### config.mk
export PLATFORM = sky130hd
export DESIGN_NAME = updi_rx
export DESIGN_NICKNAME = d
export VERILOG_FILES = /design/src/rtl/updi_rx.sv
export SDC_FILE = /design/constraint.sdc
export NUM_CORES = 1
export LEC_CHECK = 0
export CORE_ASPECT_RATIO = 0.9
export CORE_UTILIZATION = 37
export CTS_CLUSTER_DIAMETER = 30
export DETAILED_ROUTE_END_ITERATION = 8
export SYNTH_ARGS = -nofsm -noshare
export SYNTH_HDL_FRONTEND = slang
export SYNTH_SLANG_ARGS = --single-unit
### constraint.sdc
create_clock -name clk -period 2.2 [get_ports clk]
set_input_delay 0.33 -clock clk [delete_from_list [all_inputs] [get_ports clk]]
set_output_delay 0.33 -clock clk [all_outputs]
set_load 0.01 [all_outputs]
### src/rtl/updi_rx.sv
// -----------------------------------------------------------------------------
// updi_rx
//   UPDI line receiver. Synchronizes the single-wire UPDI line and deframes
//   UART bytes: 1 start bit, 8 data bits LSB-first, even parity, 2 stop bits.
//   Good bytes are written into the receive FIFO. Bytes with a bad parity or
//   a bad stop bit, and bytes that arrive while the FIFO is full, are dropped
//   and flagged. The receiver ignores the line while rx_enable is low, which
//   is the case whenever the local transmitter drives the shared wire.
//
// Parameters
//   CLKS_PER_BIT  clk cycles per UPDI bit (>= 4)
//   CNT_W         bit-timer width, derived from CLKS_PER_BIT
//
// Ports
//   clk             system clock
//   rst             synchronous reset, active high
//   rx_enable       1 = receive, 0 = ignore line and abort the current frame
//   updi_rx_in      raw UPDI line (asynchronous, idle high)
//   out_fifo_data   received byte, valid while out_fifo_wr_en is high
//   out_fifo_full   receive FIFO full
//   out_fifo_wr_en  one-cycle write strobe into the receive FIFO
//   busy            high whenever the receiver is not idle
//   parity_error    one-cycle pulse: parity mismatch, byte dropped
//   frame_error     one-cycle pulse: a stop bit sampled low, byte dropped
//   overflow        one-cycle pulse: good byte while FIFO full, byte dropped
// -----------------------------------------------------------------------------
module updi_rx #(
  parameter int CLKS_PER_BIT = 16,
  parameter int CNT_W        = $clog2(CLKS_PER_BIT + 1)
) (
  input  logic       clk,
  input  logic       rst,
  input  logic       rx_enable,
  input  logic       updi_rx_in,
  output logic [7:0] out_fifo_data,
  input  logic       out_fifo_full,
  output logic       out_fifo_wr_en,
  output logic       busy,
  output logic       parity_error,
  output logic       frame_error,
  output logic       overflow
);

  typedef enum logic [2:0] {
    IDLE,
    START,
    DATA,
    PARITY,
    STOP1,
    STOP2,
    PUSH,
    WAIT_IDLE
  } state_t;

  // First sample lands mid-bit: half a bit after the start edge is seen.
  localparam logic [CNT_W-1:0] HALF_BIT   = CNT_W'(CLKS_PER_BIT / 2);
  localparam logic [CNT_W-1:0] RELOAD_BIT = CNT_W'(CLKS_PER_BIT - 1);

  state_t           state;
  state_t           state_next;

  logic             rx_meta;
  logic             rxs;

  logic [CNT_W-1:0] timer;
  logic [2:0]       bit_idx;
  logic [7:0]       shreg;
  logic             par_bit;
  logic             stop1_bit;
  logic             stop2_bit;

  logic             sampling;
  logic             tick;
  logic             start_det;
  logic             frame_bad;
  logic             parity_bad;

  logic             wr_en_d;
  logic             parity_error_d;
  logic             frame_error_d;
  logic             overflow_d;

  // ---------------------------------------------------------------------------
  // Decode helpers
  // ---------------------------------------------------------------------------
  always_comb begin
    sampling   = (state == START)  || (state == DATA)  ||
                 (state == PARITY) || (state == STOP1) || (state == STOP2);
    tick       = sampling && (timer == '0);
    start_det  = (state == IDLE) && rx_enable && !rxs;
    frame_bad  = !stop1_bit || !stop2_bit;
    // Even parity: data bits plus parity bit must hold an even number of ones.
    parity_bad = ^{shreg, par_bit};
  end

  // ---------------------------------------------------------------------------
  // State and datapath registers
  // ---------------------------------------------------------------------------
  always_ff @(posedge clk) begin
    if (rst) begin
      state          <= IDLE;
      rx_meta        <= 1'b1;
      rxs            <= 1'b1;
      timer          <= '0;
      bit_idx        <= '0;
      shreg          <= '0;
      par_bit        <= 1'b0;
      stop1_bit      <= 1'b0;
      stop2_bit      <= 1'b0;
      out_fifo_wr_en <= 1'b0;
      parity_error   <= 1'b0;
      frame_error    <= 1'b0;
      overflow       <= 1'b0;
    end else begin
      rx_meta        <= updi_rx_in;
      rxs            <= rx_meta;
      state          <= state_next;
      out_fifo_wr_en <= wr_en_d;
      parity_error   <= parity_error_d;
      frame_error    <= frame_error_d;
      overflow       <= overflow_d;

      // Bit timer: loaded with half a bit on the start edge, then reloaded
      // with a full bit on every sample so ticks stay CLKS_PER_BIT apart.
      if (!rx_enable) begin
        timer <= '0;
      end else if (start_det) begin
        timer <= HALF_BIT;
      end else if (tick) begin
        timer <= RELOAD_BIT;
      end else if (sampling) begin
        timer <= timer - CNT_W'(1);
      end else begin
        timer <= '0;
      end

      if (rx_enable && tick) begin
        unique case (state)
          START:  bit_idx   <= '0;
          DATA: begin
            shreg   <= {rxs, shreg[7:1]};
            bit_idx <= bit_idx + 3'd1;
          end
          PARITY: par_bit   <= rxs;
          STOP1:  stop1_bit <= rxs;
          STOP2:  stop2_bit <= rxs;
          default: ;
        endcase
      end
    end
  end

  // ---------------------------------------------------------------------------
  // Next-state logic
  // ---------------------------------------------------------------------------
  always_comb begin
    state_next = state;
    if (!rx_enable) begin
      state_next = IDLE;
    end else begin
      unique case (state)
        IDLE:      if (!rxs) state_next = START;
        START:     if (tick) state_next = rxs ? IDLE : DATA;
        DATA:      if (tick && (bit_idx == 3'd7)) state_next = PARITY;
        PARITY:    if (tick) state_next = STOP1;
        STOP1:     if (tick) state_next = STOP2;
        // Leaving mid-STOP2 lets a start edge right after the stop bit be seen.
        STOP2:     if (tick) state_next = PUSH;
        PUSH:      state_next = frame_bad ? WAIT_IDLE : IDLE;
        // A line held low (break) must not be re-read as a stream of frames.
        WAIT_IDLE: if (rxs) state_next = IDLE;
        default:   state_next = IDLE;
      endcase
    end
  end

  // ---------------------------------------------------------------------------
  // Output logic: PUSH decides, the result is registered one cycle later.
  // ---------------------------------------------------------------------------
  always_comb begin
    wr_en_d        = 1'b0;
    parity_error_d = 1'b0;
    frame_error_d  = 1'b0;
    overflow_d     = 1'b0;
    if ((state == PUSH) && rx_enable) begin
      if (frame_bad) begin
        frame_error_d = 1'b1;
      end else if (parity_bad) begin
        parity_error_d = 1'b1;
      end else if (out_fifo_full) begin
        overflow_d = 1'b1;
      end else begin
        wr_en_d = 1'b1;
      end
    end
  end

  assign busy          = (state != IDLE);
  assign out_fifo_data = shreg;

endmodule

Word-level counts from Yosys, hierarchy flattened
Cells that the tools add are included.
W data, S select, Z words.
{"block": "totals", "out_inout_bits": 13, "ff_bits": 28}
{"block": "op_classes", "n_addsub": 2, "n_mux": 18, "bitwise": 3, "reduce_logical": 31, "n_eq_ne": 15}
{"operator": "$mux W3", "n": 8}
{"operator": "$pmux W3 S8", "n": 1}
{"operator": "$eq A3 B3 Y1 const B", "n": 5}
{"operator": "$mux W4", "n": 3}
{"operator": "$ne A2 B2 Y1 const B", "n": 6}
{"operator": "$reduce_and A2 Y1", "n": 5}
{"operator": "$reduce_xor A9 Y1", "n": 1}
{"operator": "$reduce_and A7 Y1", "n": 1}
{"operator": "$eq A3 B2 Y1 const B", "n": 2}
{"operator": "$logic_and A1 B1 Y1", "n": 6}
{"operator": "$pmux W3 S2", "n": 1}
{"operator": "$reduce_or A3 Y1", "n": 2}
{"operator": "$logic_not A5 Y1", "n": 1}
{"operator": "$logic_or A1 B1 Y1", "n": 5}
{"operator": "$reduce_or A5 Y1", "n": 1}
{"operator": "$sub A5 B1 Y5 const B", "n": 1}
{"operator": "$mux W1", "n": 4}
{"operator": "$reduce_or A2 Y1", "n": 2}
{"operator": "$reduce_or A4 Y1", "n": 1}
{"operator": "$add A3 B1 Y3 const B", "n": 1}
{"operator": "$eq A3 B1 Y1 const B", "n": 1}
{"operator": "$logic_not A1 Y1", "n": 3}
{"operator": "$logic_not A3 Y1", "n": 1}
{"operator": "$not A1 Y1", "n": 3}
{"operator": "4 further kinds", "n": 4}

Logic depth before layout (Yosys ltp)
Gate-level depths: netlist of run 1.
{"block": "logic_depth", "ltp_word": 9, "depth_mapped": 7, "mapped_depth_nobuf": 6}

Least setup slack after synthesis of run 1
Ideal clock, no wire load.
{"block": "synth_timing", "path_kind": "register to register", "from": "register timer[0]", "to": "register shreg[1], in the netlist out_fifo_data[1]", "required_time_ns": 2.072, "t_arrival_ns": 1.849, "path_slack_ns": 0.224, "stages_incl_launch_ff": 8, "setup_ns": 0.128, "path_cell_list": "dfxtp_1 > inv_1 > ha_1 > or4b_4 > or4b_4 > buf_6 > mux2i_1 > nor2_1"}
{"block": "synth_between", "elab_chain_cells": 4}
{"item": "from (decl)", "line_no": "65", "source": "logic [CNT_W-1:0] timer;"}
{"item": "from (signal assigned)", "line_no": "132", "source": "timer <= timer - CNT_W'(1);"}
{"item": "$logic_not A5 Y1", "line_no": "89", "source": "tick = sampling && (timer == '0);"}
{"item": "$logic_and A1 B1 Y1", "line_no": "89"}
{"item": "$logic_and A1 B1 Y1", "line_no": "137", "source": "if (rx_enable && tick) begin"}
{"item": "$reduce_and A2 Y1 (no line)"}
{"item": "to (signal assigned)", "line_no": "141", "source": "shreg <= {rxs, shreg[7:1]};"}
{"item": "to (decl)", "line_no": "67", "source": "logic [7:0] shreg;"}
No other way between the ends.
A chain may end at the register's enable or synchronous reset.

Worst setup path after layout of run 1
{"block": "layout_timing", "from": "register timer[0]", "to": "register shreg[7], in the netlist out_fifo_data[7]"}
Same word-level chain as after synthesis.

==> results.json, run 1 <==
{
  "relSlewSlack_pct": 55.7,
  "setup_viol": 0,
  "cts_tree": "done",
  "ir_worst_vdd_mv": 0.352,
  "diodes": 0,
  "drive_gt1_share_pct": 8.77,
  "multi_input_area_um2": 746,
  "final_cell_mix": "28 x dfxtp_1, 18 x nor2_1, 17 x clkdlybuf4s50_1, 12 x mux2i_1",
  "yosysWarnings": 0,
  "crit_start": "timer[0]",
  "required_ns": 2.37,
  "insertion_delay_ns": 0.27,
  "clkSlewWorstSetupHoldPaths_ns": 0.09,
  "drt_first_pass_iters": 4,
  "drt-vias-per-instance": 5.14,
  "critPathCaptureType": "register",
  "die_w_um": 66.2,
  "leakagePower_nw": 0.689,
  "drc": 0,
  "track_usage_pct": 14.7,
  "report.power.total_mw": 1.00,
  "grt_pass1_wl_um": 4350,
  "initial_core_util_pct": 39.8,
  "ios": 18,
  "worst_hold_slack_ns": 0.417,
  "fin_worst_skew_ns": 0.00174,
  "async_flop_share_pct": 0,
  "fin_crit_ns": 2.04,
  "path_class": "register to register",
  "wire_per_inst_um": 12.4,
  "run_status": "complete, no violations",
  "fin_nets": 181,
  "grt_pass1_vias": 990,
  "postCtsHoldBufs": 0,
  "p_per_area_mw_per_mm2": 601,
  "syn-cell-area_mm2": 0.00137,
  "setup_slack_ns": 0.163,
  "slew_viol_final": 0,
  "cts_sinks": 28,
  "yosysSeqAreaShare_pct": 40.8,
  "grt_max_degree": 18,
  "core.rowCount": 20,
  "rsz0062_at_grt": "false",
  "cp_max_fo": 8,
  "layout_commonest_cell": "dfxtp_1",
  "areaGrowthSynthToFinish_pct": 21.3,
  "port_buffers": 17,
  "coreArea_mm2": 0.00345,
  "dp_hpwl_um": 1970,
  "num_vias": 1105,
  "setup_tns_ns": 0,
  "dieArea_mm2": 0.00396,
  "worstHoldStart": "rx_meta",
  "numCtsBuffers": 3,
  "ys.flop_type": "dfxtp_1",
  "gp_congestion": 0.823,
  "cts_max_level": 1,
  "final.fill_count": 330,
  "synth.avg_cell_area_um2": 8.92,
  "syn_nets": 163,
  "startpoint_type": "register",
  "cts_setup_buffers": 0,
  "pre_cts_slack_ns": 0.169,
  "regToRegStartpoint": "timer[0]",
  "synth-edff-count": 0,
  "antenna_found_initial": 0,
  "worstMarginPinSlew_ns": 0.655,
  "drt_first_iter_violations": 53,
  "cts-root-buf": "clkbuf_8",
  "arrival_ns": 2.21,
  "cts_buffer_depth": 2,
  "netlist_instances": 154,
  "min-delay-path-class": "register to register",
  "cap_violations": 0,
  "grt-ovfl-total": 0,
  "period_share_pct": 92.6,
  "fmax_ghz": 0.491,
  "ys_types": 37,
  "die_h_um": 59.8,
  "hold_violations": 0,
  "wirelength_um": 2670,
  "regArea_um2": 561,
  "drtAntennaViolNets": 0,
  "synth_seq_cells": 28,
  "ctsResizeCount": 0
}
[power breakdown]
part / internal, mW / switching (mW)
logic: 0.0378 / 0.0417
registers: 0.512 / 0.00947
clock network: 0.244 / 0.157
total: 0.794 / 0.208
[worst max-delay path: stages (launching register included)]
cell and delay (ns):
dfxtp_1 0.32, inv_1 0.08, ha_1 0.19, or4b_4 0.47, or4b_4 0.62, mux2i_1 0.19
nor2_1 0.05
[logic make-up after synthesis]
family                   synth area share, %
AND/OR/NAND/NOR                         23.0
flip-flops                              40.8
AO/OA/AOI/OAI                           12.8
buffers and inverters                   4.92
multiplexers                            8.74
XOR/XNOR                                6.10
adder cells (fa/ha/maj)                 3.64
[cells in the mapped netlist (2+ instances only)]
| cell | number | area (µm²) |
|---|---|---|
| a21oi_1 | 11 | 55.1 |
| a22oi_1 | 2 | 15.0 |
| clkbuf_1 | 7 | 26.3 |
| dfxtp_1 | 28 | 561 |
| ha_1 | 4 | 50.1 |
| inv_1 | 7 | 26.3 |
| mux2i_1 | 12 | 120 |
| nand2_1 | 11 | 41.3 |
| nand2b_1 | 8 | 50.1 |
| nand4_1 | 2 | 12.5 |
| nor2_1 | 18 | 67.6 |
| nor2b_1 | 4 | 25.0 |
| nor3_1 | 3 | 15.0 |
| nor4b_1 | 2 | 17.5 |
| o21ai_0 | 3 | 15.0 |
| o41ai_1 | 2 | 17.5 |
| or2_2 | 3 | 18.8 |
| or3_1 | 2 | 12.5 |
| or4b_4 | 2 | 27.5 |
| xnor2_1 | 6 | 52.6 |
[stage by stage]
stage	area [µm²]	utilization (%)	cells
after floorplan	1370	-	154
after global placement	1600	46.2	211
after detailed placement	1600	46.2	211
after CTS	1670	48.3	215
after global routing	1670	48.3	215
final	1670	48.3	215
[worst paths after layout]
path	to	cells past startpoint	slack, ns
worst max-delay path	out_fifo_data[7]	6	0.16
worst min-delay path	rxs	1	0.42
worst max register to register	out_fifo_data[7]	6	0.16
worst min register to register	rxs	1	0.42
[state kept, by name, indices dropped and copies added, names as in the netlist]
register,count
stop1_bit,1
rx_meta,1
parity_error,1
state,3
bit_idx,3
overflow,1
stop2_bit,1
rxs,1
frame_error,1
out_fifo_wr_en,1
out_fifo_data,8
par_bit,1
timer,5
[layout make-up]
type,count,area share [%]
Multi-Input combinational cell,110,44.7
Sequential cell,28,33.6
Timing Repair Buffer,22,12.5
Tap cell,44,3.30
Clock buffer,3,2.48
Clock inverter,1,1.80
Inverter,7,1.58
[routing by layer]
layer	global-route usage (%)	part of all wire, %
met5	0	0
met4	3.65	0.60
met3	4.58	4.0
met2	23.2	45
met1	19.4	50
Power figures use the tool's default switching activity.
==> run 2: changes to the inputs <==
==> constraint.sdc (replaced) <==
create_clock -name clk -period 2.2 [get_ports clk]
set_input_delay 0.55 -clock clk [delete_from_list [all_inputs] [get_ports clk]]
set_output_delay 0.55 -clock clk [all_outputs]
set_load 0.01 [all_outputs]
==> run 2 against run 1 <==
Sequential share of layout area stayed put. Sequential cell count is the same. Clock power shrank 33%. Die area unchanged. Via count rose by 1.4%. Global-route usage is 0.60 points higher. First-iteration DRC count rose by 38%. Largest cell class unchanged. Largest power group unchanged. Highest routed layer unchanged.
==> results.json, run 2 (same netlist as run 1, synthesis figures left out) <==
{
  "areaGrowthSynthToFinish_pct": 21.3,
  "drive_gt1_share_pct": 10.3,
  "startpoint_type": "register",
  "grt_pass1_wl_um": 4540,
  "initial_core_util_pct": 39.8,
  "drt_first_pass_iters": 7,
  "period_share_pct": 93.8,
  "core.rowCount": 20,
  "p_per_area_mw_per_mm2": 525,
  "drtAntennaViolNets": 0,
  "coreArea_mm2": 0.00345,
  "path_class": "register to register",
  "hold_violations": 0,
  "fin_nets": 185,
  "die_w_um": 66.2,
  "cts_buffer_depth": 2,
  "antenna_found_initial": 0,
  "run_status": "complete, no violations",
  "cp_max_fo": 8,
  "wirelength_um": 2670,
  "largest_reg_flops": 8,
  "rsz0062_at_grt": "false",
  "critPathCaptureType": "register",
  "ir_worst_vdd_mv": 0.303,
  "drt-vias-per-instance": 5.14,
  "crit_start": "timer[0]",
  "pre_cts_slack_ns": 0.116,
  "cts_sinks": 28,
  "numCtsBuffers": 3,
  "postCtsHoldBufs": 0,
  "clkPwrFrac_pct": 30.7,
  "insertion_delay_ns": 0.27,
  "p_sw_uw": 197,
  "setup_tns_ns": 0,
  "gp_congestion": 0.748,
  "fmax_ghz": 0.485,
  "grt_max_degree": 19,
  "fin_worst_skew_ns": 0.00690,
  "ctsResizeCount": 0,
  "dieArea_mm2": 0.00396,
  "setup_slack_ns": 0.137,
  "relSlewSlack_pct": 64.3,
  "slew_viol_final": 0,
  "wire_per_inst_um": 12.3,
  "p_seq_share_pct": 59.3,
  "drt_first_iter_violations": 73,
  "diodes": 0,
  "cap_violations": 0,
  "regToRegStartpoint": "timer[0]",
  "worstHoldStart": "rx_meta",
  "num_vias": 1120,
  "arrival_ns": 2.22,
  "internal_power_uw": 677,
  "cts_tree": "done",
  "p_comb_share_pct": 10.0,
  "min-delay-path-class": "register to register",
  "layout_commonest_cell": "dfxtp_1",
  "die_h_um": 59.8,
  "dp_hpwl_um": 2000,
  "required_ns": 2.36,
  "port_buffers": 17,
  "cts_setup_buffers": 0,
  "ios": 18,
  "grt_pass1_vias": 1031,
  "worstMarginPinSlew_ns": 0.527,
  "clkSlewWorstSetupHoldPaths_ns": 0.08,
  "final_cell_mix": "28 x dfxtp_1, 18 x nor2_1, 17 x clkdlybuf4s50_1, 12 x mux2i_1",
  "worst_hold_slack_ns": 0.415,
  "fin_crit_ns": 2.06,
  "drc": 0,
  "setup_viol": 0,
  "cts_max_level": 1,
  "cts-root-buf": "clkbuf_8",
  "grt-ovfl-total": 0,
  "leakagePower_nw": 0.694,
  "swShare_pct": 22.6,
  "track_usage_pct": 15.3
}
[run 2: cell count changes in the layout (fill, tap and decap cells not counted)]
cell / previous run / this run
buf_4: 5 / 9
bufinv_16: 1 / 0
[run 2: worst paths after layout]
kind / cells after the start / to / slack [ns]
setup / recovery: 6 / out_fifo_data[4] / 0.14
hold / removal: 1 / rxs / 0.42
setup reg to reg: 6 / out_fifo_data[4] / 0.14
hold reg to reg: 1 / rxs / 0.42
[run 2: power groups by stage]
stage          clock (mW)  sequential [mW]  combinational, mW
5_1_grt             0.299            0.519             0.0970
2_1_floorplan           0            0.528             0.0552
3_5_place_dp            0            0.530             0.0870
3_3_place_gp            0            0.530             0.0862
6_report            0.269            0.518             0.0871
4_1_cts             0.281            0.518             0.0873
[run 2: layout make-up]
| cell class | instances | area, µm² |
|---|---|---|
| Multi-Input combinational cell | 110 | 746 |
| Timing Repair Buffer | 26 | 238 |
| Tap cell | 44 | 55.1 |
| Clock buffer | 3 | 41.3 |
| Sequential cell | 28 | 561 |
| Fill cell | 352 | 1790 |
| Inverter | 7 | 26.3 |
[run 2: critical path, stage by stage (launching register included)]
cell and delay, ns:
dfxtp_1 0.32, inv_1 0.08, ha_1 0.20, or4b_4 0.49, or4b_4 0.63, mux2i_1 0.18
nor2_1 0.06
[run 2: metal layers]
layer	wire, µm	up-vias	global-route usage (%)	share of wire [%]
met5	0	-	0	0
met4	18	0	3.04	0.67
met3	114	2	4.77	4.3
met2	1200	22	24.2	45
met1	1340	523	20.5	50
li1	-	573	-	-
[run 2: stage by stage]
stage | power [mW] | instances | cell area, µm² | utilization, %
floorplan | 0.583 | 154 | 1370 | -
CTS | 0.887 | 218 | 1670 | 48.3
finish | 0.874 | 218 | 1670 | 48.3
detailed placement | 0.617 | 215 | 1630 | 47.1
global placement | 0.616 | 215 | 1630 | 47.1
global route | 0.915 | 218 | 1670 | 48.3
==> run 3: changes to the inputs <==
- GPL_TIMING_DRIVEN: not set -> 0
==> run 3 against run 2 <==
Global-route usage grew 0.12 points. First-iteration DRC count grew 15%. Core utilization grew 0.69 points. Sequential cell count is the same. Clock power grew 48%. Non-clock buffer count shrank 2. Largest power group unchanged.
==> results.json, run 3 (same netlist as run 1, synthesis figures left out) <==
{
  "grt-ovfl-total": 0,
  "drive_gt1_share_pct": 10.4,
  "final_cell_mix": "28 x dfxtp_1, 18 x nor2_1, 15 x clkdlybuf4s50_1, 12 x mux2i_1",
  "wire_per_inst_um": 12.8,
  "numCtsBuffers": 3,
  "clkSlewWorstSetupHoldPaths_ns": 0.09,
  "initial_core_util_pct": 39.8,
  "cts_tree": "done",
  "areaGrowthSynthToFinish_pct": 23.0,
  "port_buffers": 16,
  "wirelength_um": 2780,
  "period_share_pct": 93.5,
  "drt_first_iter_violations": 84,
  "setup_tns_ns": 0,
  "drt-vias-per-instance": 5.20,
  "cts_buffer_depth": 2,
  "rr_worst_depth": 7,
  "setup_slack_ns": 0.144,
  "die_w_um": 66.2,
  "fin_worst_skew_ns": 0.00414,
  "critPathCaptureType": "register",
  "cts_setup_buffers": 0,
  "die_h_um": 59.8,
  "arrival_ns": 2.21,
  "dp_hpwl_um": 1980,
  "core.rowCount": 20,
  "largest_reg_flops": 8,
  "postLayoutCellArea_mm2": 0.00169,
  "path_class": "register to register",
  "final_core_utilization_pct": 48.9,
  "regToRegStartpoint": "timer[0]",
  "grt_pass1_wl_um": 4640,
  "crit_start": "timer[0]",
  "worst_hold_slack_ns": 0.417,
  "min_delay_path_depth": 1,
  "min-delay-path-class": "register to register",
  "ir_worst_vdd_mv": 0.368,
  "fin_nets": 183,
  "postCtsHoldBufs": 0,
  "track_usage_pct": 15.4,
  "fmax_ghz": 0.486,
  "fin_crit_ns": 2.06,
  "run_status": "complete, no violations",
  "drc": 0,
  "cts_sinks": 28,
  "antenna_found_initial": 0,
  "pre_cts_slack_ns": -0.108,
  "cp_max_fo": 8,
  "insertion_delay_ns": 0.27,
  "required_ns": 2.36,
  "layout_commonest_cell": "dfxtp_1",
  "relSlewSlack_pct": 56.8,
  "grt_max_degree": 17,
  "coreArea_mm2": 0.00345,
  "cts_max_level": 1,
  "gp_congestion": 0.837,
  "rsz0062_at_grt": "false",
  "drtAntennaViolNets": 0,
  "ios": 18,
  "grt_pass1_vias": 1099,
  "diodes": 0,
  "startpoint_type": "register",
  "worstMarginPinSlew_ns": 0.639,
  "dieArea_mm2": 0.00396,
  "dpl_cell_area_mm2": 0.00159,
  "drt_first_pass_iters": 4,
  "slew_viol_final": 0,
  "worstHoldStart": "rx_meta",
  "num_vias": 1129,
  "setup_viol": 0,
  "ctsResizeCount": 2,
  "leakagePower_nw": 0.707,
  "p_per_area_mw_per_mm2": 591,
  "hold_violations": 0,
  "cts-root-buf": "clkbuf_8",
  "cap_violations": 0
}
-- run 3: final timing paths --
path | slack (ns) | to
setup / recovery | 0.14 | out_fifo_data[0]
hold / removal | 0.42 | rxs
setup reg to reg | 0.14 | out_fifo_data[0]
hold reg to reg | 0.42 | rxs
-- run 3: critical path, cell delays in order (launching register included) --
cell,delay [ns]
dfxtp_1,0.34
inv_2,0.08
ha_4,0.15
or4b_4,0.48
or4b_4,0.53
buf_6,0.16
mux2i_1,0.16
nor2_1,0.05
-- run 3: area by class of cell --
class                   count  area [µm²]
fillers                   327        1760
clock inverters             1        30.0
clock buffers               3        41.3
plain buffers               8        40.0
repair buffers             16         163
flip-flops and latches     28         561
well taps                  44        55.1
inverters                   7        26.3
multi-input cells         110         774
-- run 3: through the flow --
| stage | std cells | power (mW) |
|---|---|---|
| 3_3_place_gp | 214 | 0.607 |
| 3_5_place_dp | 214 | 0.609 |
| 6_report | 217 | 0.999 |
| 2_1_floorplan | 154 | 0.583 |
| 5_1_grt | 217 | 1.04 |
| 4_1_cts | 217 | 1.01 |
-- run 3: per-layer routing --
layer	track usage, %	wire length, µm	vias up
li1	-	-	570
met4	4.26	30	0
met3	4.01	96	4
met2	26.2	1220	23
met5	0	0	-
met1	19.2	1430	532
-- run 3: power breakdown --
part           leakage, nW  internal [mW]  switching, mW
sequential           0.226          0.512        0.00717
combinational        0.445         0.0355         0.0464
clock               0.0357          0.243          0.155
total                0.707          0.791          0.208
